File: config.mk
export PLATFORM = sky130hd
export DESIGN_NAME = mux2_burst_arbiter
export DESIGN_NICKNAME = d
export VERILOG_FILES = /design/src/rtl/mux2_burst_arbiter.sv
export SDC_FILE = /design/constraint.sdc
export NUM_CORES = 1
export LEC_CHECK = 0
export BUFFER_PORTS_ARGS = -buffer_cell sky130_fd_sc_hd__buf_2
export CAP_MARGIN = 20
export CELL_PAD_IN_SITES_DETAIL_PLACEMENT = 1
export CELL_PAD_IN_SITES_GLOBAL_PLACEMENT = 1
export CORE_AREA = 3 3 86 88
export DETAILED_ROUTE_END_ITERATION = 6
export DIE_AREA = 0 0 89 91
export GPL_TIMING_DRIVEN = 1
export PLACE_DENSITY_LB_ADDON = 0.1
export SYNTH_ARGS = -nofsm -noshare
export SYNTH_HDL_FRONTEND = slang
export SYNTH_HIERARCHICAL = 1
export SYNTH_SLANG_ARGS = --single-unit
File: constraint.sdc
create_clock -name clk -period 4.3 [get_ports clk]
set_clock_uncertainty 0.1 [all_clocks]
set_input_delay 1.075 -clock clk [delete_from_list [all_inputs] [get_ports clk]]
set_output_delay 1.075 -clock clk [all_outputs]
set_load 0.01 [all_outputs]
File: src/rtl/mux2_burst_arbiter.sv
// mux2_burst_arbiter
// -----------------------------------------------------------------------------
// Two-requester burst arbiter feeding one registered downstream port.
//
// A requester is granted for a whole burst, which ends on a beat with `last`
// set. Between bursts the arbiter spends exactly one cycle in IDLE to pick the
// next owner. When both requesters are waiting, priority alternates between
// bursts. The beat path goes through a 2:1 select mux steered by the grant and
// lands in a single output register. That register refills in the same cycle
// it drains, so one beat per cycle is sustained while out_ready stays high.
//
// Ports:
//   clk, rst                      clock, asynchronous active-high reset
//   req0_valid/data/last/ready    requester 0 stream
//   req1_valid/data/last/ready    requester 1 stream
//   out_valid/data/last/select    registered output beat and its source id
//   out_ready                     downstream accept
//   busy                          a grant is active (GRANT0 or GRANT1)
//   beat_count                    beats accepted so far in the current burst,
//                                 saturating at all-ones
// -----------------------------------------------------------------------------

// 2:1 select mux, built bit by bit. sel=0 passes a, sel=1 passes b.
module mux2_sel #(
    parameter int W = 1
) (
    input  logic         sel,
    input  logic [W-1:0] a,
    input  logic [W-1:0] b,
    output logic [W-1:0] y
);
    genvar gi;
    generate
        for (gi = 0; gi < W; gi++) begin : g_bit
            assign y[gi] = sel ? b[gi] : a[gi];
        end
    endgenerate
endmodule

module mux2_burst_arbiter #(
    parameter int WIDTH = 32,
    parameter int CNT_W = 6
) (
    input  logic             clk,
    input  logic             rst,
    input  logic             req0_valid,
    input  logic [WIDTH-1:0] req0_data,
    input  logic             req0_last,
    output logic             req0_ready,
    input  logic             req1_valid,
    input  logic [WIDTH-1:0] req1_data,
    input  logic             req1_last,
    output logic             req1_ready,
    output logic             out_valid,
    output logic [WIDTH-1:0] out_data,
    output logic             out_last,
    output logic             out_select,
    input  logic             out_ready,
    output logic             busy,
    output logic [CNT_W-1:0] beat_count
);

    typedef enum logic [1:0] {
        S_IDLE   = 2'd0,
        S_GRANT0 = 2'd1,
        S_GRANT1 = 2'd2
    } state_t;

    state_t             state_reg, state_next;
    logic               prio_reg, prio_next;
    logic [CNT_W-1:0]   beat_count_reg, beat_count_next;

    logic               out_valid_reg;
    logic [WIDTH-1:0]   out_data_reg;
    logic               out_last_reg;
    logic               out_select_reg;

    logic               sel;
    logic               granted;
    logic               can_load;
    logic               accept;
    logic [WIDTH+1:0]   mux_y;
    logic               mux_valid;
    logic               mux_last;
    logic [WIDTH-1:0]   mux_data;

    // The grant steers valid, last and data of the owning requester.
    assign sel     = (state_reg == S_GRANT1);
    assign granted = (state_reg == S_GRANT0) || (state_reg == S_GRANT1);

    mux2_sel #(.W(WIDTH + 2)) u_sel_mux (
        .sel (sel),
        .a   ({req0_valid, req0_last, req0_data}),
        .b   ({req1_valid, req1_last, req1_data}),
        .y   (mux_y)
    );

    assign mux_valid = mux_y[WIDTH+1];
    assign mux_last  = mux_y[WIDTH];
    assign mux_data  = mux_y[WIDTH-1:0];

    // The output register can take a new beat when it is empty or draining
    // this cycle.
    assign can_load   = !out_valid_reg || out_ready;
    assign accept     = granted && mux_valid && can_load;

    assign req0_ready = (state_reg == S_GRANT0) && can_load;
    assign req1_ready = (state_reg == S_GRANT1) && can_load;

    always_comb begin
        state_next      = state_reg;
        prio_next       = prio_reg;
        beat_count_next = beat_count_reg;
        case (state_reg)
            S_IDLE: begin
                if (req0_valid && req1_valid) begin
                    state_next = prio_reg ? S_GRANT1 : S_GRANT0;
                end else if (req0_valid) begin
                    state_next = S_GRANT0;
                end else if (req1_valid) begin
                    state_next = S_GRANT1;
                end
            end
            S_GRANT0, S_GRANT1: begin
                // Without an accept the grant is held, so bubbles inside a
                // burst never release it.
                if (accept) begin
                    if (mux_last) begin
                        state_next      = S_IDLE;
                        prio_next       = !sel;
                        beat_count_next = '0;
                    end else if (beat_count_reg != '1) begin
                        beat_count_next = beat_count_reg + CNT_W'(1);
                    end
                end
            end
            default: begin
                state_next = S_IDLE;
            end
        endcase
    end

    always_ff @(posedge clk or posedge rst) begin
        if (rst) begin
            state_reg      <= S_IDLE;
            prio_reg       <= 1'b0;
            beat_count_reg <= '0;
        end else begin
            state_reg      <= state_next;
            prio_reg       <= prio_next;
            beat_count_reg <= beat_count_next;
        end
    end

    // Output stage. The payload only moves on accept, so it stays stable
    // while downstream stalls.
    always_ff @(posedge clk or posedge rst) begin
        if (rst) begin
            out_valid_reg  <= 1'b0;
            out_data_reg   <= '0;
            out_last_reg   <= 1'b0;
            out_select_reg <= 1'b0;
        end else if (accept) begin
            out_valid_reg  <= 1'b1;
            out_data_reg   <= mux_data;
            out_last_reg   <= mux_last;
            out_select_reg <= sel;
        end else if (out_ready) begin
            out_valid_reg  <= 1'b0;
        end
    end

    assign out_valid  = out_valid_reg;
    assign out_data   = out_data_reg;
    assign out_last   = out_last_reg;
    assign out_select = out_select_reg;
    assign busy       = (state_reg != S_IDLE);
    assign beat_count = beat_count_reg;

endmodule
Yosys cells after proc, flatten, opt, wreduce, memory -nomap -nowiden
Cells that the tools add are included.
- output and inout bits: 44
- word-level logic and storage cells: 76
- flip-flop bits (word level): 44
- memories: 0
- memory bits (read-only): 0
- memory bits (writable): 0
- bits of input ports: 71
- latch bits: 0
- $lt $le $gt $ge: 0
- $add $sub $neg: 1
- divide/modulo/power cells: 0
- multipliers: 0
- bitwise logic cells: 0
- shift operators: 0
- reduce and logical (&&, ||, !) cells: 17
- equal/unequal tests: 6
- muxes and demuxes: 45
- operators with widths (cell ; count):
    $mux 1 ; 36
    $mux 2 ; 6
    $mux 6 ; 2
    $reduce_and 3->1 ; 3
    $add 6x1->6 const B ; 1
    $ne 6x6->1 const B ; 1
    $reduce_bool 2->1 ; 3
    $logic_and 1x1->1 ; 5
    $ne 2x2->1 const B ; 2
    $ne 4x4->1 const B ; 1
    $pmux 2 s2 ; 1
    $eq 2x1->1 const B ; 1
    $eq 2x2->1 const B ; 1
    $logic_not 1->1 ; 2
    $logic_not 2->1 ; 1
    $logic_or 1x1->1 ; 2
    $reduce_or 2->1 ; 1

Longest topological paths before layout
Gate-level depths: netlist of run 1.
- word-level depth: 6
- depth in mapped cells: 11
- mapped depth without buffers: 7

Hierarchy
Netlist of run 1, hierarchy kept.
- by module, submodules not included (module ; seq. area each (um2) ; cells each ; area each (um2) ; times used):
    mux2_burst_arbiter ; 1101.1 ; 206 ; 1884.3 ; 1
    mux2_sel ; 0.0 ; 38 ; 566.8 ; 1

Worst setup path after synthesis of run 1
Ideal clock, no wire load.
- path type: input-to-output
- from: in out_ready
- to: out req0_ready
- cell stages on the path: 2
- arrival: 1.446 ns
- data required time: 3.125 ns
- buffers on the path: 0
- slack: 1.679 ns
- cell sequence: nand2b_1 > and2_1
- longest elaborated chain between the ends: 2
- RTL lines (what ; RTL line ; RTL):
    from (decl) ; 58 ; input logic out_ready,
    $logic_or 1x1->1 ; 104 ; assign can_load = !out_valid_reg || out_ready;
    $logic_and 1x1->1 ; 107 ; assign req0_ready = (state_reg == S_GRANT0) && can_load;
    to (decl) ; 49 ; output logic req0_ready,
No other way between the ends.

Worst setup path after layout of run 1
- from: in out_ready
- to: out req1_ready
- longest elaborated chain between the ends: 2
- RTL lines (what ; RTL line ; RTL):
    $logic_or 1x1->1 ; 104 ;
    $logic_and 1x1->1 ; 108 ; assign req1_ready = (state_reg == S_GRANT1) && can_load;
    to (decl) ; 53 ; output logic req1_ready,
No other way between the ends.

==> results of run 1 <==
-- power by group --
part	total (uW)	switching (uW)	internal [uW]
Combinational	1080	594	484
Clock	272	141	131
Sequential	705	107	598
Total	2060	841	1210
-- per-stage QoR --
stage,util (%),instances
floorplan,-,244
global placement,45.2,428
detailed placement,45.2,428
CTS,46.5,436
global route,46.5,436
finish,46.5,436
-- worst max-delay path: cells and delay by family --
kind | cells | cell delay [ns]
and+or+nand+nor | 2 | 0.40
buffers and inverters | 2 | 0.22
-- final cells by class --
class	count	area share [%]
Multi-Input combinational cell	180	38.9
Sequential cell	44	35.2
Timing Repair Buffer	117	19.0
Tap cell	80	3.20
Clock buffer	8	2.88
Inverter	7	0.840
-- Yosys cell counts (all sizes together), types with 2 or more instances --
cell type	count	area (um2)
nor2b	4	25.0
ha	4	50.1
a31o	2	17.5
a21oi	6	33.8
dfrtp	44	1100
a221o	2	20.0
o21ai	2	10.0
buf	12	114
inv	7	26.3
mux2	36	518
nor2	2	7.51
and2	3	20.0
nand2	106	398
nand3	2	10.0
-- worst paths after layout --
| kind | slack [ns] | start | cells after the start | end |
|---|---|---|---|---|
| min in group asynchronous | 0.89 | rst | 2 | out_select |
| setup / recovery | 1.42 | out_ready | 4 | req1_ready |
| hold reg to reg | 0.37 | out_data[5] | 2 | out_data[5] |
| setup reg to reg | 2.05 | state_reg[0] | 7 | beat_count[5] |
| hold / removal | 0.37 | out_data[5] | 2 | out_data[5] |
| max in group asynchronous | 2.63 | rst | 2 | out_last |
-- logic make-up (layout without fill, tap and decap cells) --
| kind of cell | after synthesis | in the layout | share of synthesized area (%) |
|---|---|---|---|
| AOI/OAI and AO/OA | 17 | 17 | 5.16 |
| adders and majority gates | 4 | 4 | 2.04 |
| DFF | 44 | 44 | 44.9 |
| and+or+nand+nor | 122 | 122 | 20.5 |
| buffers and inverters | 20 | 132 | 5.87 |
| muxes | 37 | 37 | 21.5 |
-- metal layers --
metal	track usage, %	share of wire (%)	vias to the layer above
li1	-	-	1017
met1	19.3	42	1019
met2	28.9	50	66
met3	4.36	7.1	4
met4	4.09	0.93	0
met5	0	0	-
-- layout by cell type (no fill, tap or decap), types with 2 or more instances in the layout --
| master | instances |
|---|---|
| nand3_1 | 2 |
| buf_4 | 3 |
| dfrtp_1 | 44 |
| nor2_1 | 2 |
| clkbuf_1 | 2 |
| buf_2 | 114 |
| nand2_1 | 106 |
| nor2b_1 | 3 |
| a221o_1 | 2 |
| a21oi_1 | 5 |
| inv_1 | 6 |
| o21ai_0 | 2 |
| mux2_2 | 6 |
| and2_1 | 2 |
| ha_1 | 3 |
| mux2_4 | 30 |
| clkbuf_8 | 6 |
==> impl_metrics.py, run 1 <==
metrics = {
    "flow_run": {
        "max-cap-violations": 0,
    },
    "cts": {
        "clock_path_buffers": 2,
        "clock-sinks": 44,
        "cts_buffers": 5,
        "post_cts_resized": 0,
        "root_buffer": "clkbuf_8",
        "post-cts-setup-buffers": 0,
        "hold_buffers": 0,
        "htreeDepth": 2,
        "clk_pin_slew_worst_paths_ns": 0.08,
        "clkLatencyLatePin_ns": 0.29,
        "cts_tree": "built",
    },
    "cells_and_area": {
        "diodes": 0,
        "fin_area_mm2": 0.00313,
        "largest_reg_flops": 32,
        "drive_above_1_share_pct": 46.6,
        "final_nets": 430,
        "multi_input_area_mm2": 0.00122,
        "nFillCells": 826,
        "register_area_mm2": 0.00110,
        "syn_to_final_growth_pct": 27.6,
    },
    "synthesis": {
        "syn_area_mm2": 0.00245,
        "synthArstFlopShare_pct": 100,
        "ys_ff_latch": 44,
        "ys_warn_count": 6,
        "avgSynthCellArea_um2": 10.0,
        "syn-num-nets": 319,
        "synth-seq-area-share_pct": 44.9,
        "ys.flop_type": "dfrtp_1",
        "syn_inst": 244,
        "synth_cell_type_count": 33,
        "synth-edff-count": 0,
    },
    "critical_path": {
        "critPathRequiredTime_ns": 3.12,
        "worstPathArrival_ns": 1.70,
        "endpoint_kind": "primary output",
        "worstSetupPathType": "input port to primary output",
        "crit_path_frequent_cell": "buf_2",
        "path_cells": "buf_2 -> nand2b_1 -> and2_1 -> buf_2",
        "critPathMaxFanout": 6,
        "crit_path_max_incr_delay_ns": 0.21,
        "cp_slowest_cell": "nand2b_1",
        "start_kind": "input port",
    },
    "timing": {
        "slew_violations": 0,
        "rsz0062_at_grt": "no",
        "tightest_slew_ns": 0.932,
        "fin_setup_tns_ns": 0,
        "holdWs_ns": 0.372,
        "max_freq_mhz": 347,
        "relSlewSlack_pct": 37.8,
        "setup_ws_ns": 1.42,
        "post-route-period-util_pct": 67.0,
        "hold_viol_final": 0,
        "min_period_ns": 2.88,
        "setup_viol": 0,
    },
    "die": {
        "io_pins": 115,
        "dieArea_mm2": 0.00810,
        "die_h_um": 91,
        "die_w_um": 89,
        "initial_core_util_pct": 36.5,
        "num_rows": 30,
        "core_area_mm2": 0.00672,
    },
    "place": {
        "portBuffers": 114,
        "hpwlAfterDp_um": 4760,
        "detailedPlace.worstSlack_ns": 1.42,
        "place_area_mm2": 0.00304,
        "gp_congestion": 0.754,
    },
    "drt": {
        "vias_per_cell": 4.83,
        "wirelength_um": 6420,
        "wl_per_cell_um": 14.7,
        "drc": 0,
        "dr.first_iter.drc_count": 70,
        "ant_nets": 0,
        "vias": 2106,
        "drt_pass1_iterations": 3,
    },
    "global_route": {
        "grt.total_usage_pct": 16.4,
        "grt_pass1_wl_um": 10500,
        "first_global_vias": 2261,
        "grt_overflow": 0,
        "grt_max_degree": 45,
        "antenna_found_initial": 0,
    },
    "pwr": {
        "p_total_uw": 2060,
        "ir_drop_mv": 0.227,
        "p_per_area_mw_per_mm2": 657,
        "leakage_uw": 0.00179,
    },
    "run_status": {
        "outcome": "complete, no violations",
    },
    "min_path": {
        "hp-class": "flip-flop to flip-flop",
    },
}
Note: power is estimated with default switching activity, not from simulation.
==> run 2: changes to the inputs <==
--- a/config.mk
+++ b/config.mk
@@ -9,9 +9,9 @@
 export CAP_MARGIN = 20
 export CELL_PAD_IN_SITES_DETAIL_PLACEMENT = 1
 export CELL_PAD_IN_SITES_GLOBAL_PLACEMENT = 1
-export CORE_AREA = 3 3 86 88
+export CORE_AREA = 3 3 93 95
 export DETAILED_ROUTE_END_ITERATION = 6
-export DIE_AREA = 0 0 89 91
+export DIE_AREA = 0 0 96 98
 export GPL_TIMING_DRIVEN = 1
 export PLACE_DENSITY_LB_ADDON = 0.1
 export SYNTH_ARGS = -nofsm -noshare
==> constraint.sdc (replaced) <==
create_clock -name clk -period 2.47 [get_ports clk]
set_clock_uncertainty 0.1 [all_clocks]
set_input_delay 0.6175 -clock clk [delete_from_list [all_inputs] [get_ports clk]]
set_output_delay 0.6175 -clock clk [all_outputs]
set_load 0.01 [all_outputs]
==> run 2 against run 1 <==
Final cell count is 5.7% higher. Register-to-register slack got worse by 1.8 ns. Highest routed layer unchanged. Global-route usage down 3.2 points. Critical path depth increased by 3. Sequential power grew 73%. Utilization decreased by 5.7 points. Power up 73%. Via count shrank 3.9%. Combinational power is 73% higher. Routed wire length down 5.2%.
==> impl_metrics.py, run 2 (synthesis results as in run 1) <==
metrics = {
    "drt": {
        "drt_pass1_iterations": 4,
        "wl_per_cell_um": 13.2,
        "ant_nets": 0,
        "vias": 2024,
        "vias_per_cell": 4.39,
        "drc": 0,
        "dr.first_iter.drc_count": 28,
        "wirelength_um": 6090,
    },
    "cells_and_area": {
        "final_nets": 433,
        "largest_reg_flops": 32,
        "multi_input_area_mm2": 0.00122,
        "final_common_cell": "buf_2",
        "register_area_mm2": 0.00110,
        "nFillCells": 935,
        "mostFrequentLayoutCells": "buf_2 (114), nand2_1 (106), dfrtp_1 (44), mux2_4 (30)",
        "drive_above_1_share_pct": 47.1,
        "stdcell_count": 461,
        "fin_util_pct": 40.8,
        "diodes": 0,
        "fin_area_mm2": 0.00319,
        "syn_to_final_growth_pct": 30.1,
    },
    "die": {
        "core_area_mm2": 0.00781,
        "io_pins": 115,
        "die_h_um": 98,
        "dieArea_mm2": 0.00941,
        "die_w_um": 96,
        "initial_core_util_pct": 31.4,
        "num_rows": 32,
    },
    "run_status": {
        "outcome": "complete, no violations",
    },
    "place": {
        "place_area_mm2": 0.00310,
        "hpwlAfterDp_um": 4670,
        "portBuffers": 114,
        "gp_congestion": 0.710,
        "dpl.cell_count": 453,
    },
    "pwr": {
        "p_per_area_mw_per_mm2": 1110,
        "ir_drop_mv": 0.380,
        "leakage_uw": 0.00181,
    },
    "critical_path": {
        "worstSetupPathType": "flip-flop to flip-flop",
        "critPathRequiredTime_ns": 2.55,
        "start_kind": "flip-flop",
        "worstPathArrival_ns": 2.25,
        "endpoint_kind": "flip-flop",
        "critPathMaxFanout": 11,
    },
    "timing": {
        "holdWs_ns": 0.257,
        "tightest_slew_ns": 0.594,
        "rsz0062_at_grt": "no",
        "fin_setup_tns_ns": 0,
        "setup_viol": 0,
        "max_freq_mhz": 460,
        "hold_viol_final": 0,
        "post-route-period-util_pct": 87.9,
        "relSlewSlack_pct": 60.4,
        "slew_violations": 0,
        "min_period_ns": 2.17,
    },
    "flow_run": {
        "max-cap-violations": 0,
    },
    "cts": {
        "clkLatencyLatePin_ns": 0.29,
        "clk_pin_slew_worst_paths_ns": 0.08,
        "clock-sinks": 44,
        "hold_buffers": 0,
        "cts_tree": "built",
        "clock_path_buffers": 2,
        "post_cts_resized": 0,
        "cts_buffers": 5,
        "htreeDepth": 2,
        "post-cts-setup-buffers": 0,
        "root_buffer": "clkbuf_8",
    },
    "global_route": {
        "first_global_vias": 2102,
        "grt_pass1_wl_um": 9750,
        "antenna_found_initial": 0,
        "grt_max_degree": 35,
        "grt_overflow": 0,
        "grt.total_usage_pct": 13.2,
    },
    "min_path": {
        "hp-class": "input port to async pin",
    },
}
## run 2: changes by cell type in the layout (fill, tap and decap cells not counted), sizes merged
cell  change
buf       +3
## run 2: worst paths after layout
path,startpoint,endpoint,slack (ns),cells after the start
worst max-delay path,state_reg[0],beat_count[5],0.30,7
worst min-delay path,rst,out_data[4],0.26,2
worst max register to register,state_reg[0],beat_count[5],0.30,7
worst min register to register,out_data[23],out_data[23],0.37,2
max in group asynchronous,rst,state_reg[1],1.52,3
min in group clk,out_data[23],out_data[23],0.37,2
## run 2: cell type report
cell class | count | area share [%]
multi-input cells | 180 | 38.1
flip-flops and latches | 44 | 34.5
repair buffers | 120 | 19.7
well taps | 102 | 4.00
clock buffers | 8 | 2.82
inverters | 7 | 0.824
## run 2: layer usage
metal	vias up	part of all wire, %	global-route usage (%)
li1	1024	-	-
met1	922	41	15.1
met2	73	49	22.7
met3	5	9.2	5.08
met4	0	0.95	3.28
met5	-	0	0
## run 2: where the power goes
part / total (uW) / internal, uW / switching, uW
Sequential: 1220 / 1040 / 179
Combinational: 1870 / 864 / 1010
Clock: 461 / 228 / 233
Total: 3550 / 2130 / 1420
## run 2: per-stage QoR
| stage | total power, uW | setup slack, ns |
|---|---|---|
| 3_5_place_dp | 3160 | 0.294 |
| 6_report | 3550 | 0.298 |
| 2_1_floorplan | 2590 | 0.185 |
| 3_3_place_gp | 3130 | 0.327 |
| 5_1_grt | 3890 | 0.162 |
| 4_1_cts | 3650 | 0.280 |
## run 2: worst max-delay path: stages (launching register included)
cell     delay (ns)
dfrtp_1        0.40
inv_1          0.09
ha_2           0.22
mux2_4         0.37
and4b_4        0.36
a21oi_2        0.08
and4_1         0.19
a221o_1        0.25
==> run 3: changes to the inputs <==
--- a/config.mk
+++ b/config.mk
@@ -5,6 +5,7 @@
 export SDC_FILE = /design/constraint.sdc
 export NUM_CORES = 1
 export LEC_CHECK = 0
+export ABC_CLOCK_PERIOD_IN_PS = 2470
 export BUFFER_PORTS_ARGS = -buffer_cell sky130_fd_sc_hd__buf_2
 export CAP_MARGIN = 20
 export CELL_PAD_IN_SITES_DETAIL_PLACEMENT = 1
@@ -12,8 +13,8 @@
 export CORE_AREA = 3 3 93 95
 export DETAILED_ROUTE_END_ITERATION = 6
 export DIE_AREA = 0 0 96 98
-export GPL_TIMING_DRIVEN = 1
 export PLACE_DENSITY_LB_ADDON = 0.1
+export REMOVE_ABC_BUFFERS = 1
 export SYNTH_ARGS = -nofsm -noshare
 export SYNTH_HDL_FRONTEND = slang
 export SYNTH_HIERARCHICAL = 1
==> run 3 against run 2 <==
Hold slack worse by 0.018 ns. Clock power down 0.9%. Via count increased by 3.5%. Global-route usage is 0.15 points higher. Fmax is 7.3% lower. Critical endpoint is now req1_ready. Largest cell class unchanged.
==> impl_metrics.py, run 3 (synthesis results as in run 1) <==
metrics = {
    "drt": {
        "top_layer": "met4",
        "dr_wl_met3_um": 531,
        "drt_pass1_iterations": 3,
        "vias": 2094,
        "vias_per_cell": 4.54,
        "met1Wirelength_um": 2590,
        "met2_length_um": 2970,
        "wl_per_cell_um": 13.4,
        "dr.first_iter.drc_count": 28,
        "drc": 0,
        "wirelength_um": 6190,
        "ant_nets": 0,
    },
    "place": {
        "dpl.cell_count": 453,
        "detailedPlace.worstSlack_ns": 0.279,
        "hpwlAfterDp_um": 4740,
        "gp_congestion": 0.734,
        "portBuffers": 114,
        "place_area_mm2": 0.00310,
    },
    "cts": {
        "root_buffer": "clkbuf_8",
        "clock-sinks": 44,
        "hold_buffers": 0,
        "clkLatencyLatePin_ns": 0.30,
        "post_cts_resized": 0,
        "cts_tree": "built",
        "clock_path_buffers": 2,
        "cts_buffers": 5,
        "clk_pin_slew_worst_paths_ns": 0.09,
        "post-cts-setup-buffers": 0,
        "htreeDepth": 2,
    },
    "global_route": {
        "first_global_vias": 2092,
        "antenna_found_initial": 0,
        "grt.total_usage_pct": 13.3,
        "grt_max_degree": 27,
        "grt_overflow": 0,
        "grt_pass1_wl_um": 9770,
    },
    "cells_and_area": {
        "stdcell_count": 461,
        "register_area_mm2": 0.00110,
        "diodes": 0,
        "nFillCells": 947,
        "final_nets": 433,
        "drive_above_1_share_pct": 47.9,
        "syn_to_final_growth_pct": 30.2,
        "largest_reg_flops": 32,
        "multi_input_area_mm2": 0.00122,
        "fin_area_mm2": 0.00319,
        "mostFrequentLayoutCells": "buf_2 (114), nand2_1 (106), dfrtp_1 (44), mux2_4 (30)",
        "final_common_cell": "buf_2",
    },
    "critical_path": {
        "ff2ff_setup_slack_ns": 0.28,
        "worstPathArrival_ns": 1.62,
        "start_kind": "flip-flop",
        "critPathRequiredTime_ns": 1.75,
        "critPathMaxFanout": 18,
        "endpoint_kind": "primary output",
        "r2r_start": "state_reg[0]",
        "rr_endpoint": "beat_count[5]",
        "worstSetupPathType": "flip-flop to primary output",
        "reg2reg_depth": 7,
    },
    "die": {
        "die_h_um": 98,
        "initial_core_util_pct": 31.4,
        "core_area_mm2": 0.00781,
        "num_rows": 32,
        "dieArea_mm2": 0.00941,
        "die_w_um": 96,
        "io_pins": 115,
    },
    "timing": {
        "max_freq_mhz": 427,
        "slew_violations": 0,
        "tightest_slew_ns": 0.536,
        "hold_viol_final": 0,
        "post-route-period-util_pct": 94.8,
        "setup_ws_ns": 0.128,
        "relSlewSlack_pct": 64.2,
        "rsz0062_at_grt": "no",
        "min_period_ns": 2.34,
        "setup_viol": 0,
    },
    "pwr": {
        "p_per_area_mw_per_mm2": 1120,
        "leakage_uw": 0.00181,
        "ir_drop_mv": 0.311,
    },
    "run_status": {
        "outcome": "complete, no violations",
    },
    "min_path": {
        "hp-class": "input port to async pin",
    },
    "flow_run": {
        "max-cap-violations": 0,
    },
}
## run 3: cell types whose count changed in the layout (fill, tap and decap cells not counted)
cell,delta
clkbuf_1,-2
clkinv_2,+2
clkbuf_8,-1
clkinv_4,+1
nand3_1,-1
nand3_2,+1
## run 3: how the worst max path moves through the flow
stage	startpoint	end	slack (ns)	cells after the start
2_1_floorplan	state_reg[0]	prio_reg	-1.69	7
3_3_place_gp	state_reg[0]	beat_count[5]	0.34	7
3_5_place_dp	state_reg[0]	beat_count[5]	0.28	7
4_1_cts	state_reg[0]	req1_ready	0.09	5
5_1_grt	state_reg[0]	req1_ready	0.02	5
6_report	state_reg[0]	req1_ready	0.13	5
## run 3: metal layers
| metal | global-route usage (%) | vias to the layer above |
|---|---|---|
| met5 | 0 | - |
| li1 | - | 1020 |
| met3 | 4.70 | 11 |
| met2 | 22.5 | 72 |
| met1 | 15.3 | 991 |
| met4 | 4.81 | 0 |
## run 3: power by group
group	switching (uW)	total, uW	internal (uW)
Clock	259	457	197
Combinational	1010	1880	864
Sequential	182	1220	1040
## run 3: final cells by class
| type | count | area share (%) |
|---|---|---|
| clock buffer | 5 | 2.16 |
| multi-input combinational | 180 | 38.3 |
| sequential | 44 | 34.5 |
| clock inverter | 3 | 0.588 |
| timing repair buffer | 120 | 19.7 |
| tap | 102 | 4.00 |
| inverter | 7 | 0.823 |
## run 3: critical path: stages (launching register included)
cell     delay (ns)
dfrtp_1        0.40
inv_1          0.09
ha_2           0.23
buf_4          0.31
and2_1         0.17
buf_2          0.12
## run 3: through the flow
| step | power (uW) | utilization, % | TNS (ns) | hold slack, ns |
|---|---|---|---|---|
| after floorplan | 2460 | - | -57.74 | 0.394 |
| after global placement | 3120 | 39.8 | 0 | 0.354 |
| after detailed placement | 3180 | 39.8 | 0 | 0.360 |
| after CTS | 3660 | 40.9 | 0 | 0.252 |
| after global routing | 3900 | 40.9 | 0 | 0.264 |
| final | 3560 | 40.9 | 0 | 0.239 |
